File: src/rtl/ifelse2_sweep_ctrl_if.sv
// Host-side control/result bundle for the ifelse2 sweep controller.
// Latency: none (wires only).
// Backpressure: none; start/abort are single-cycle pulses, results are levels.
interface ifelse2_sweep_ctrl_if;
    logic        start;
    logic        abort;
    logic [15:0] exp_tt;
    logic        busy;
    logic        done;
    logic [15:0] tt;
    logic        mismatch;
    logic [4:0]  err_cnt;
    logic [3:0]  first_err;

    // Host / self-test controller side
    modport master (
        output start, abort, exp_tt,
        input  busy, done, tt, mismatch, err_cnt, first_err
    );

    // Sweep controller side
    modport slave (
        input  start, abort, exp_tt,
        output busy, done, tt, mismatch, err_cnt, first_err
    );
endinterface

File: src/rtl/ifelse2_sweep_ctrl.sv
// Walks {a,b,c,d} through all 16 vectors, samples y after SETTLE_CYCLES per vector, compares to exp_tt.
// Latency: 16*SETTLE_CYCLES cycles from accepted start to done.
// Backpressure: start ignored while busy; abort returns to IDLE on the next edge and wins over start.
module ifelse2_sweep_ctrl #(
    parameter int unsigned SETTLE_CYCLES = 1
) (
    input  logic                 clk,
    input  logic                 rst_n,
    ifelse2_sweep_ctrl_if.slave  host,
    input  logic                 y,
    output logic                 a,
    output logic                 b,
    output logic                 c,
    output logic                 d
);

    // Sample point of the settle counter; legal SETTLE_CYCLES is 1..15 so it fits 4 bits.
    localparam logic [3:0] LAST_CNT = 4'(SETTLE_CYCLES - 1);

    typedef enum logic [1:0] {
        IDLE  = 2'd0,
        SWEEP = 2'd1,
        DONE  = 2'd2
    } state_t;

    state_t      state, state_nxt;
    logic [3:0]  idx, idx_nxt;         // current vector, also the registered a..d drive
    logic [3:0]  cnt, cnt_nxt;         // settle counter
    logic [15:0] exp_q, exp_nxt;       // expected table latched at start
    logic [15:0] tt_q, tt_nxt;
    logic [4:0]  err_q, err_nxt;
    logic [3:0]  first_q, first_nxt;
    logic        mis_q, mis_nxt;
    logic        miss;
    logic        start_ok;
    logic [4:0]  err_inc;

    // Abort has priority, so a simultaneous start/abort never launches a sweep.
    assign start_ok = host.start && !host.abort;
    assign err_inc  = err_q + 5'd1;

    // State and datapath registers.
    always_ff @(posedge clk or negedge rst_n) begin
        if (!rst_n) begin
            state   <= IDLE;
            idx     <= '0;
            cnt     <= '0;
            exp_q   <= '0;
            tt_q    <= '0;
            err_q   <= '0;
            first_q <= '0;
            mis_q   <= 1'b0;
        end else begin
            state   <= state_nxt;
            idx     <= idx_nxt;
            cnt     <= cnt_nxt;
            exp_q   <= exp_nxt;
            tt_q    <= tt_nxt;
            err_q   <= err_nxt;
            first_q <= first_nxt;
            mis_q   <= mis_nxt;
        end
    end

    // Next-state and next-datapath decode; everything holds unless a branch updates it.
    always_comb begin
        state_nxt = state;
        idx_nxt   = idx;
        cnt_nxt   = cnt;
        exp_nxt   = exp_q;
        tt_nxt    = tt_q;
        err_nxt   = err_q;
        first_nxt = first_q;
        mis_nxt   = mis_q;
        miss      = 1'b0;

        case (state)
            IDLE, DONE: begin
                if (start_ok) begin
                    state_nxt = SWEEP;
                    exp_nxt   = host.exp_tt;
                    tt_nxt    = '0;
                    err_nxt   = '0;
                    first_nxt = '0;
                    mis_nxt   = 1'b0;
                    idx_nxt   = '0;
                    cnt_nxt   = '0;
                end
            end
            SWEEP: begin
                if (host.abort) begin
                    // Partial tt/err_cnt/first_err stay visible; mismatch is only meaningful at DONE.
                    state_nxt = IDLE;
                    idx_nxt   = '0;
                    cnt_nxt   = '0;
                end else if (cnt == LAST_CNT) begin
                    tt_nxt[idx] = y;
                    miss        = (y != exp_q[idx]);
                    if (miss) begin
                        err_nxt = err_inc;
                        if (err_q == 5'd0) begin
                            first_nxt = idx;
                        end
                    end
                    cnt_nxt = '0;
                    if (idx == 4'd15) begin
                        state_nxt = DONE;
                        idx_nxt   = '0;
                        mis_nxt   = (err_nxt != 5'd0);
                    end else begin
                        idx_nxt = idx + 4'd1;
                    end
                end else begin
                    cnt_nxt = cnt + 4'd1;
                end
            end
            default: begin
                state_nxt = IDLE;
                idx_nxt   = '0;
                cnt_nxt   = '0;
            end
        endcase
    end

    // idx is forced to 0 outside SWEEP, so it doubles as the a..d drive register.
    assign {a, b, c, d}   = idx;
    assign host.busy      = (state == SWEEP);
    assign host.done      = (state == DONE);
    assign host.tt        = tt_q;
    assign host.mismatch  = mis_q;
    assign host.err_cnt   = err_q;
    assign host.first_err = first_q;

endmodule

File: src/flat_wrapper.sv
// flat-port wrapper written by rule: the top's interface ports become plain ports
module ifelse2_sweep_ctrl_flat 
#(
    parameter int unsigned SETTLE_CYCLES = 1
)
  (clk, rst_n, y, a, b, c, d, host_start, host_abort, host_exp_tt, host_busy, host_done, host_tt, host_mismatch, host_err_cnt, host_first_err);
  ifelse2_sweep_ctrl_if host_i ();
  input  logic clk;
  input  logic rst_n;
  input  logic y;
  output logic a;
  output logic b;
  output logic c;
  output logic d;
  input wire logic [$bits(host_i.start)-1:0] host_start;
  input wire logic [$bits(host_i.abort)-1:0] host_abort;
  input wire logic [$bits(host_i.exp_tt)-1:0] host_exp_tt;
  output wire logic [$bits(host_i.busy)-1:0] host_busy;
  output wire logic [$bits(host_i.done)-1:0] host_done;
  output wire logic [$bits(host_i.tt)-1:0] host_tt;
  output wire logic [$bits(host_i.mismatch)-1:0] host_mismatch;
  output wire logic [$bits(host_i.err_cnt)-1:0] host_err_cnt;
  output wire logic [$bits(host_i.first_err)-1:0] host_first_err;
  assign host_i.start = host_start;
  assign host_i.abort = host_abort;
  assign host_i.exp_tt = host_exp_tt;
  assign host_busy = host_i.busy;
  assign host_done = host_i.done;
  assign host_tt = host_i.tt;
  assign host_mismatch = host_i.mismatch;
  assign host_err_cnt = host_i.err_cnt;
  assign host_first_err = host_i.first_err;
  ifelse2_sweep_ctrl #(.SETTLE_CYCLES(SETTLE_CYCLES)) u_core (.clk(clk), .rst_n(rst_n), .host(host_i), .y(y), .a(a), .b(b), .c(c), .d(d));
endmodule
File: config.mk
export PLATFORM = sky130hd
export DESIGN_NAME = ifelse2_sweep_ctrl_flat
export DESIGN_NICKNAME = d
export VERILOG_FILES = /design/src/rtl/ifelse2_sweep_ctrl_if.sv /design/src/rtl/ifelse2_sweep_ctrl.sv /design/src/flat_wrapper.sv
export SDC_FILE = /design/constraint.sdc
export NUM_CORES = 1
export LEC_CHECK = 0
export BUFFER_PORTS_ARGS = -buffer_cell sky130_fd_sc_hd__buf_2
export CELL_PAD_IN_SITES_DETAIL_PLACEMENT = 1
export CELL_PAD_IN_SITES_GLOBAL_PLACEMENT = 1
export CORE_AREA = 2 2 85 87
export CTS_BUF_LIST = sky130_fd_sc_hd__clkbuf_16
export DETAILED_ROUTE_END_ITERATION = 7
export DIE_AREA = 0 0 87 89
export HOLD_SLACK_MARGIN = 0.06
export PLACE_DENSITY = 0.75
export SLEW_MARGIN = 40
export SYNTH_ARGS = -nofsm -noshare
export SYNTH_HDL_FRONTEND = slang
export SYNTH_SLANG_ARGS = --single-unit
File: constraint.sdc
create_clock -name clk -period 2.5 [get_ports clk]
set_input_delay 0.375 -clock clk [delete_from_list [all_inputs] [get_ports clk]]
set_output_delay 0.375 -clock clk [all_outputs]
set_load 0.02 [all_outputs]
## Yosys cells after proc, flatten, opt, wreduce, memory -nomap -nowiden

Cells that the tools add are included.

- Logic and storage cells: 80
- Latch bits: 0
- Memories: 0
- Bits of input ports: 21
- Memory bits (writable): 0
- Output and inout port bits: 32
- ROM bits: 0
- Register bits: 52

- $lt $le $gt $ge: 2
- Multipliers: 0
- Reductions and logical operators: 15
- Equality and inequality tests: 12
- Div/mod/pow operators: 0
- Shift-type cells: 0
- Bitwise operators: 0
- $add $sub $neg: 3
- Muxes and demuxes: 40

Operators with widths:

| kind | count |
|---|---|
| 2-to-1 mux 16 bit | 3 |
| 2-to-1 mux 4 bit | 10 |
| 2-to-1 mux 5 bit | 7 |
| one-hot mux 16 bit (2 select lines) | 1 |
| one-hot mux 4 bit (2 select lines) | 3 |
| bitwise mux 16 bit | 1 |
| inequality test 2 x 1 -> 1 bit, second input constant | 5 |
| one-hot mux 5 bit (2 select lines) | 1 |
| adder 4 x 1 -> 4 bit, second input constant | 2 |
| 2-to-1 mux 2 bit | 4 |
| 2-to-1 mux 1 bit | 6 |
| inequality test 3 x 2 -> 1 bit, second input constant | 2 |
| AND reduction 6 bit | 1 |
| adder 5 x 1 -> 5 bit, second input constant | 1 |
| logical NOT 5 bit | 1 |
| < comparator 4 x 5 -> 1 bit, second input constant | 1 |
| AND reduction 5 bit | 1 |
| nonzero test 5 bit | 1 |
| binary-select mux 1 bit (select 4 bit) | 1 |
| demux 1 bit (select 4 bit) | 1 |
| == test 4 bit, second input constant | 1 |
| greater-or-equal comparator 4 x 1 -> 1 bit, second input constant | 1 |
| logical NOT 4 bit | 1 |
| one-hot mux 2 bit (2 select lines) | 1 |
| 13 further kinds | 15 |

## Depth between registers and ports, before layout

Gate-level depths: netlist of the first run.

- Depth in word-level cells: 12
- Gate-level depth with buffers: 9
- Depth with buffers taken out: 7

## Worst setup path after synthesis of the first run

OpenSTA, ideal clock, no wires.

- Kind: reg-to-reg
- From: register u_core.idx[0]
- To: register u_core.err_q[4], in the netlist u_core.host.err_cnt[4]
- Cell stages (with the launch flop): 7
- Arrival time: 2142 ps
- Clock period less this slack: 2266 ps
- Slack: 234 ps
- Setup time: 124 ps
- Path buffers: 1
- Path through: dfrtp_1 buf_6 mux4_2 and3_4 nor4_4 a31oi_1 a211o_1

- Cells in the longest elaborated chain, start to end: 10

RTL lines:

| item | line | source |
|---|---|---|
| start: declaration | ifelse2_sweep_ctrl.sv:27 | `logic [3:0] idx, idx_nxt;` |
| start signal: assignment | ifelse2_sweep_ctrl.sv:55 | `idx <= idx_nxt;` |
| binary-select mux 1 bit (select 4 bit) | ifelse2_sweep_ctrl.sv:98 | `miss = (y != exp_q[idx]);` |
| 2-to-1 mux 1 bit (not written as such) | ifelse2_sweep_ctrl.sv:98 |  |
| inequality test 1 bit | ifelse2_sweep_ctrl.sv:98 |  |
| 2-to-1 mux 5 bit | ifelse2_sweep_ctrl.sv:99 | `if (miss) begin` |
| 2-to-1 mux 5 bit | ifelse2_sweep_ctrl.sv:96 | `end else if (cnt == LAST_CNT) begin` |
| 2-to-1 mux 5 bit | ifelse2_sweep_ctrl.sv:91 | `if (host.abort) begin` |
| 2-to-1 mux 5 bit | ifelse2_sweep_ctrl.sv:77 | `case (state)` |
| 2-to-1 mux 5 bit | ifelse2_sweep_ctrl.sv:96 |  |
| 2-to-1 mux 5 bit | ifelse2_sweep_ctrl.sv:91 |  |
| one-hot mux 5 bit (2 select lines) | ifelse2_sweep_ctrl.sv:77 |  |
| end signal: assignment | ifelse2_sweep_ctrl.sv:59 | `err_q <= err_nxt;` |
| end: declaration | ifelse2_sweep_ctrl.sv:31 | `logic [4:0] err_q, err_nxt;` |

Every way passes these cells. The select of a mux whose other input is x is not followed.
A chain may end at the register's enable or synchronous reset.

## Worst setup path after layout of the first run

- From: register u_core.idx[3]
- To: register u_core.first_q[0], in the netlist u_core.host.first_err[0]

- Cells in the longest elaborated chain, start to end: 5

RTL lines:

| item | line | source |
|---|---|---|
| binary-select mux 1 bit (select 4 bit) | ifelse2_sweep_ctrl.sv:98 |  |
| 2-to-1 mux 1 bit (not written as such) | ifelse2_sweep_ctrl.sv:98 |  |
| inequality test 1 bit | ifelse2_sweep_ctrl.sv:98 |  |
| inequality test 2 x 1 -> 1 bit (no line) | -- |  |
| AND reduction 6 bit (no line) | -- |  |
| end signal: assignment | ifelse2_sweep_ctrl.sv:60 | `first_q <= first_nxt;` |
| end: declaration | ifelse2_sweep_ctrl.sv:32 | `logic [3:0] first_q, first_nxt;` |

Every way passes these cells. The select of a mux whose other input is x is not followed.

==> flow_summary.ini, run 1 <==
[run_status]
status = complete, no violations

[clock_tree]
clockRootBuffer = clkbuf_16
clk_latency_ns = 0.29
path_clk_slew_ns = 0.07
htreeDepth = 2
cts_sinks = 52
cts-resized-gates = 0
clock_path_buffers = 2
cts_tree = done
numCtsBuffers = 5

[global_route]
grt-busiest-layer = met2
met2_usage_pct = 34.6
met3_usage_pct = 3.42
grtUsageTotal_pct = 20.8
first_global_vias = 2397
use_met1_pct = 28.7
grt_pass1_wl_um = 12600
antenna_found_initial = 0
overflow = 0
grt_max_degree = 23

[finish]
multi_input_area_um2 = 1360
seq_area_um2 = 1300
finish.net_count = 359
mostFrequentLayoutCells = buf_2, dfrtp_1, o21ai_0, nand2_1, a21oi_1
fillers = 759
drive_above_1_share_pct = 29.3
diodes = 0
area_delta_synth_final_pct = 19.9

[yosys]
synthCells = 272
syn_area_um2 = 2760
synth_fp_nets = 301
yosysSeqAreaShare_pct = 47.1
synthArstFlopShare_pct = 100
ys.flop_type = dfrtp_1
ys_warn_count = 0
synth_cell_types = 50
synth_edf_count = 0
ys_ff_latch = 52
syn_avg_cell_area_um2 = 10.2

[critical_path]
critPathArrivalTime_ns = 2.54
crit_fanout = 15
critical-path-top-delay-family = compound AO/OA/AOI/OAI gates
crit_path_end = u_core.host.first_err[0]
r2r_end = u_core.host.first_err[0]
cp_slowest_cell = dfrtp_1
r2r_slack_ns = 0.13
path_class = flop to flop
worstPathRequired_ns = 2.67
reg2regPathDepth = 5
cp_cell_sequence = nor2b_1, a22oi_1, a21oi_1, o2111a_1, o21ai_1
start_kind = flop
max_stage_delay_ns = 0.60
crit_start = u_core.idx[3]
path_depth = 5
critical_path_buf_inv_count = 0
critical_path.endpoint_type = flop
r2r-start = u_core.idx[3]

[flow_run]
maxCapViolations = 0

[floorplanning]
die_h_um = 89
start_util_pct = 41.1
design.core.area_um2 = 6720
die_w_um = 87
pin_count = 53
die-area_um2 = 7740
rows = 30

[power]
p_total_uw = 3520
power_leakage_uw = 0.00156
powerDensity_nw_per_um2 = 1060
peakVddDrop_mv = 0.394

[route]
drt_iter0_drc = 168
viasPerCell = 5.82
drtPass1Iterations = 4
wl_per_cell_um = 18.9
drc = 0
dr_total_vias = 2392
antenna_left = 0
wirelength_um = 7750

[timing]
fin_skew_ns = 0.00694
slew_violations = 0
finalHoldViolations = 0
setup_viol = 0
period_minus_slack_ns = 2.37
max_freq_mhz = 422
rsz0062_at_grt = no
slew_headroom_pct = 49.1
fin_crit_sh_pct = 94.7
finalSetupTns_ns = 0
tightestPinTransition_ns = 0.762

[placed_design]
post-dp-hpwl_um = 5760
portBuffers = 52
place_congestion = 0.911

[hold_path]
hold_class = input port to flop
## flip-flops by register name (all words and copies together), names as in the netlist
signal                 count
u_core.idx                 4
u_core.state               2
u_core.host.tt            16
u_core.exp_q              16
u_core.host.err_cnt        5
u_core.cnt                 4
u_core.host.first_err      4
u_core.host.mismatch       1
## metrics by stage
| step | hold slack [ns] | util, % | setup WS (ns) | std cells | area [um2] |
|---|---|---|---|---|---|
| floorplan | 0.0794 | - | 0.234 | 272 | 2760 |
| global placement | 0.320 | 46.9 | 0.350 | 402 | 3150 |
| detailed placement | 0.322 | 46.9 | 0.238 | 402 | 3150 |
| CTS | 0.309 | 49.3 | 0.186 | 411 | 3310 |
| global route | 0.313 | 49.3 | 0.0411 | 411 | 3310 |
| finish | 0.314 | 49.3 | 0.132 | 411 | 3310 |
## report_power, final
| part | leakage (uW) | internal [uW] | switching [uW] |
|---|---|---|---|
| clock network | 0.0000708 | 379 | 321 |
| registers | 0.000673 | 1070 | 235 |
| logic | 0.000817 | 628 | 883 |
## cells by family (layout without fill, tap and decap cells)
group	after synthesis	after routing	synth area share [%]
mux	22	22	10.8
xor+xnor	6	6	1.90
buf+inv	25	84	3.71
simple gates	79	79	15.7
fa+ha+maj	8	8	3.62
flops	52	52	47.1
compound gates	80	80	17.2
## metal layers
| layer | share of wire [%] | vias up |
|---|---|---|
| met2 | 48 | 72 |
| li1 | - | 1115 |
| met1 | 46 | 1196 |
| met4 | 1.1 | 0 |
| met5 | 0 | - |
| met3 | 5.2 | 9 |
## what timing repair did
| action | 4_1_cts | 5_1_grt |
|---|---|---|
| endpoints found under the hold margin | 13 | 0 |
| setup buffers | 0 | 0 |
| hold buffers | 1 | 0 |
## final cells by class
cell class,instances,share of cell area (%)
clock buffer,5,3.78
clock inverter,3,0.756
inverter,11,1.25
multi-input combinational,195,41.0
sequential,52,39.3
tap,80,3.02
timing repair buffer,65,10.9
## synthesized netlist by cell type (2+ instances only)
library cell / count / share of area [%]
dfrtp_1: 52 / 47
o21ai_0: 34 / 6.2
nand2_1: 21 / 2.9
a21oi_1: 17 / 3.1
mux2_2: 16 / 6.5
clkbuf_1: 11 / 1.5
inv_1: 11 / 1.5
nor2_1: 9 / 1.2
nor3_1: 9 / 1.6
ha_1: 8 / 3.6
nand4_1: 7 / 1.6
o21ai_1: 7 / 1.3
nand3_1: 6 / 1.1
and3_1: 5 / 1.1
nor2b_1: 5 / 1.1
nand2b_1: 4 / 0.91
xnor2_1: 4 / 1.3
a22oi_1: 3 / 0.82
a31oi_1: 3 / 0.68
mux4_2: 3 / 2.4
a22o_1: 2 / 0.63
a32o_1: 2 / 0.72
and2_1: 2 / 0.45
o2111ai_1: 2 / 0.63
o311ai_1: 2 / 0.63
or2_1: 2 / 0.45
xor2_1: 2 / 0.63
## how the worst min path moves through the flow
stage | start | endpoint | slack (ns) | depth (start not counted)
2_1_floorplan | rst_n | u_core.cnt[0] | 0.08 | 0
3_3_place_gp | rst_n | u_core.state[1] | 0.32 | 1
3_5_place_dp | rst_n | u_core.state[1] | 0.32 | 1
4_1_cts | host_exp_tt[8] | u_core.exp_q[8] | 0.31 | 2
5_1_grt | host_exp_tt[10] | u_core.exp_q[10] | 0.31 | 2
6_report | host_exp_tt[13] | u_core.exp_q[13] | 0.31 | 2
Note: power is estimated with default switching activity, not from simulation.
==> inputs of run 2 (changes only) <==
--- a/config.mk
+++ b/config.mk
@@ -14,7 +14,8 @@
 export DIE_AREA = 0 0 87 89
 export HOLD_SLACK_MARGIN = 0.06
 export PLACE_DENSITY = 0.75
-export SLEW_MARGIN = 40
+export SETUP_SLACK_MARGIN = 0.3
+export SLEW_MARGIN = 25
 export SYNTH_ARGS = -nofsm -noshare
 export SYNTH_HDL_FRONTEND = slang
 export SYNTH_SLANG_ARGS = --single-unit
==> flow_summary.ini, run 2 (same netlist as run 1, synthesis figures left out) <==
[global_route]
overflow = 0
first_global_vias = 2411
antenna_found_initial = 0
grtUsageTotal_pct = 20.8
grt_pass1_wl_um = 12400
grt_max_degree = 29

[clock_tree]
cts_sinks = 52
clock_path_buffers = 2
cts_tree = done
numCtsBuffers = 5
clk_latency_ns = 0.29
ctsHoldBuffers = 0
clockRootBuffer = clkbuf_16
path_clk_slew_ns = 0.07
htreeDepth = 2

[floorplanning]
pin_count = 53
die-area_um2 = 7740
start_util_pct = 41.1
die_h_um = 89
die_w_um = 87
rows = 30
design.core.area_um2 = 6720

[critical_path]
cp_cell_sequence = mux4_2, mux2i_1, mux2i_2, buf_4, nand4_1, a21bo_1
critPathArrivalTime_ns = 2.43
critical_path.endpoint_type = flop
crit_path_end = u_core.host.err_cnt[0]
r2r-start = u_core.idx[0]
path_class = flop to flop
reg2regPathDepth = 6
worstPathRequired_ns = 2.72
path_depth = 6
r2r_slack_ns = 0.30
max_stage_delay_ns = 0.56
critical_path_buf_inv_count = 1
r2r_end = u_core.host.err_cnt[0]
crit_fanout = 6
cp_slowest_cell = mux4_2
start_kind = flop
crit_start = u_core.idx[0]
critical-path-top-delay-family = multiplexers

[placed_design]
place_congestion = 0.836
portBuffers = 52
post-dp-hpwl_um = 5560

[finish]
diodes = 0
final_common_cell = buf_2
mostFrequentLayoutCells = buf_2, dfrtp_1, o21ai_0, nand2_1
finish.net_count = 358
final_util_pct = 50.0
drive_above_1_share_pct = 32.5
area_delta_synth_final_pct = 21.7

[power]
p_total_uw = 3650
power_leakage_uw = 0.00157
peakVddDrop_mv = 0.376
powerDensity_nw_per_um2 = 1090

[route]
wl_per_cell_um = 19.2
drtPass1Iterations = 5
drt_iter0_drc = 114
dr_total_vias = 2374
wirelength_um = 7870
antenna_left = 0
drc = 0
viasPerCell = 5.80

[timing]
slew_headroom_pct = 52.4
tightestPinTransition_ns = 0.713
rsz0062_at_grt = yes
fin_skew_ns = 0.00492
slew_violations = 0
setup_viol = 0
period_minus_slack_ns = 2.20
hold_slack_ns = 0.0988
fin_crit_sh_pct = 88.2
finalSetupTns_ns = 0
finalHoldViolations = 0
max_freq_mhz = 454

[flow_run]
maxCapViolations = 0

[run_status]
status = complete, no violations

[hold_path]
hold_class = input port to async pin
[run 2: changes by cell type in the layout (fill, tap and decap cells not counted), sizes merged]
cell,previous run,this run
dlygate4sd3,1,0
inv,13,12
clkinvlp,1,0
bufinv,0,1
[run 2: layer usage]
layer / vias up / GRT usage (%) / wire [um]
met5: - / 0 / 0
met2: 90 / 32.5 / 3660
met1: 1166 / 29.0 / 3570
met4: 0 / 6.82 / 108
li1: 1106 / - / -
met3: 12 / 4.34 / 530
[run 2: stage by stage]
stage | std cells | cell area (um2) | setup slack, ns
after floorplan | 272 | 2760 | 0.308
after global placement | 398 | 3140 | 0.348
after detailed placement | 398 | 3140 | 0.230
after CTS | 407 | 3310 | 0.300
after global routing | 409 | 3360 | 0.237
final | 409 | 3360 | 0.296
[run 2: report_power, final]
group          leakage (uW)  total (uW)  switching [uW]  internal (uW)
combinational      0.000814        1580             904            673
sequential         0.000670        1320             246           1080
clock             0.0000811         755             291            463
[run 2: how the worst min path moves through the flow]
stage | from | endpoint | cells past startpoint
2_1_floorplan | rst_n | u_core.cnt[0] | 0
3_3_place_gp | rst_n | u_core.state[1] | 1
3_5_place_dp | rst_n | u_core.state[1] | 1
4_1_cts | rst_n | u_core.state[1] | 1
5_1_grt | rst_n | u_core.host.tt[6] | 1
6_report | rst_n | u_core.host.err_cnt[0] | 1
[run 2: cell type report]
| cell class | instances | area [um2] |
|---|---|---|
| clock inverter | 2 | 33.8 |
| inverter | 11 | 41.3 |
| multi-input combinational | 195 | 1400 |
| tap | 80 | 100 |
| sequential | 52 | 1300 |
| fill | 769 | 3360 |
| clock buffer | 5 | 125 |
| timing repair buffer | 64 | 363 |
[run 2: worst register-to-register path: stages, from the launching register on]
cell and delay [ns]:
dfrtp_2 0.46, mux4_2 0.56, mux2i_1 0.25, mux2i_2 0.32, buf_4 0.19, nand4_1 0.13
a21bo_1 0.23
[run 2: what timing repair did]
action / in CTS / in global routing
setup buffers: 2 / 2
setup endpoints to repair: 7 / 27
resized for setup: 3 / 11
pin swaps: 0 / 4
cloned: 0 / 0
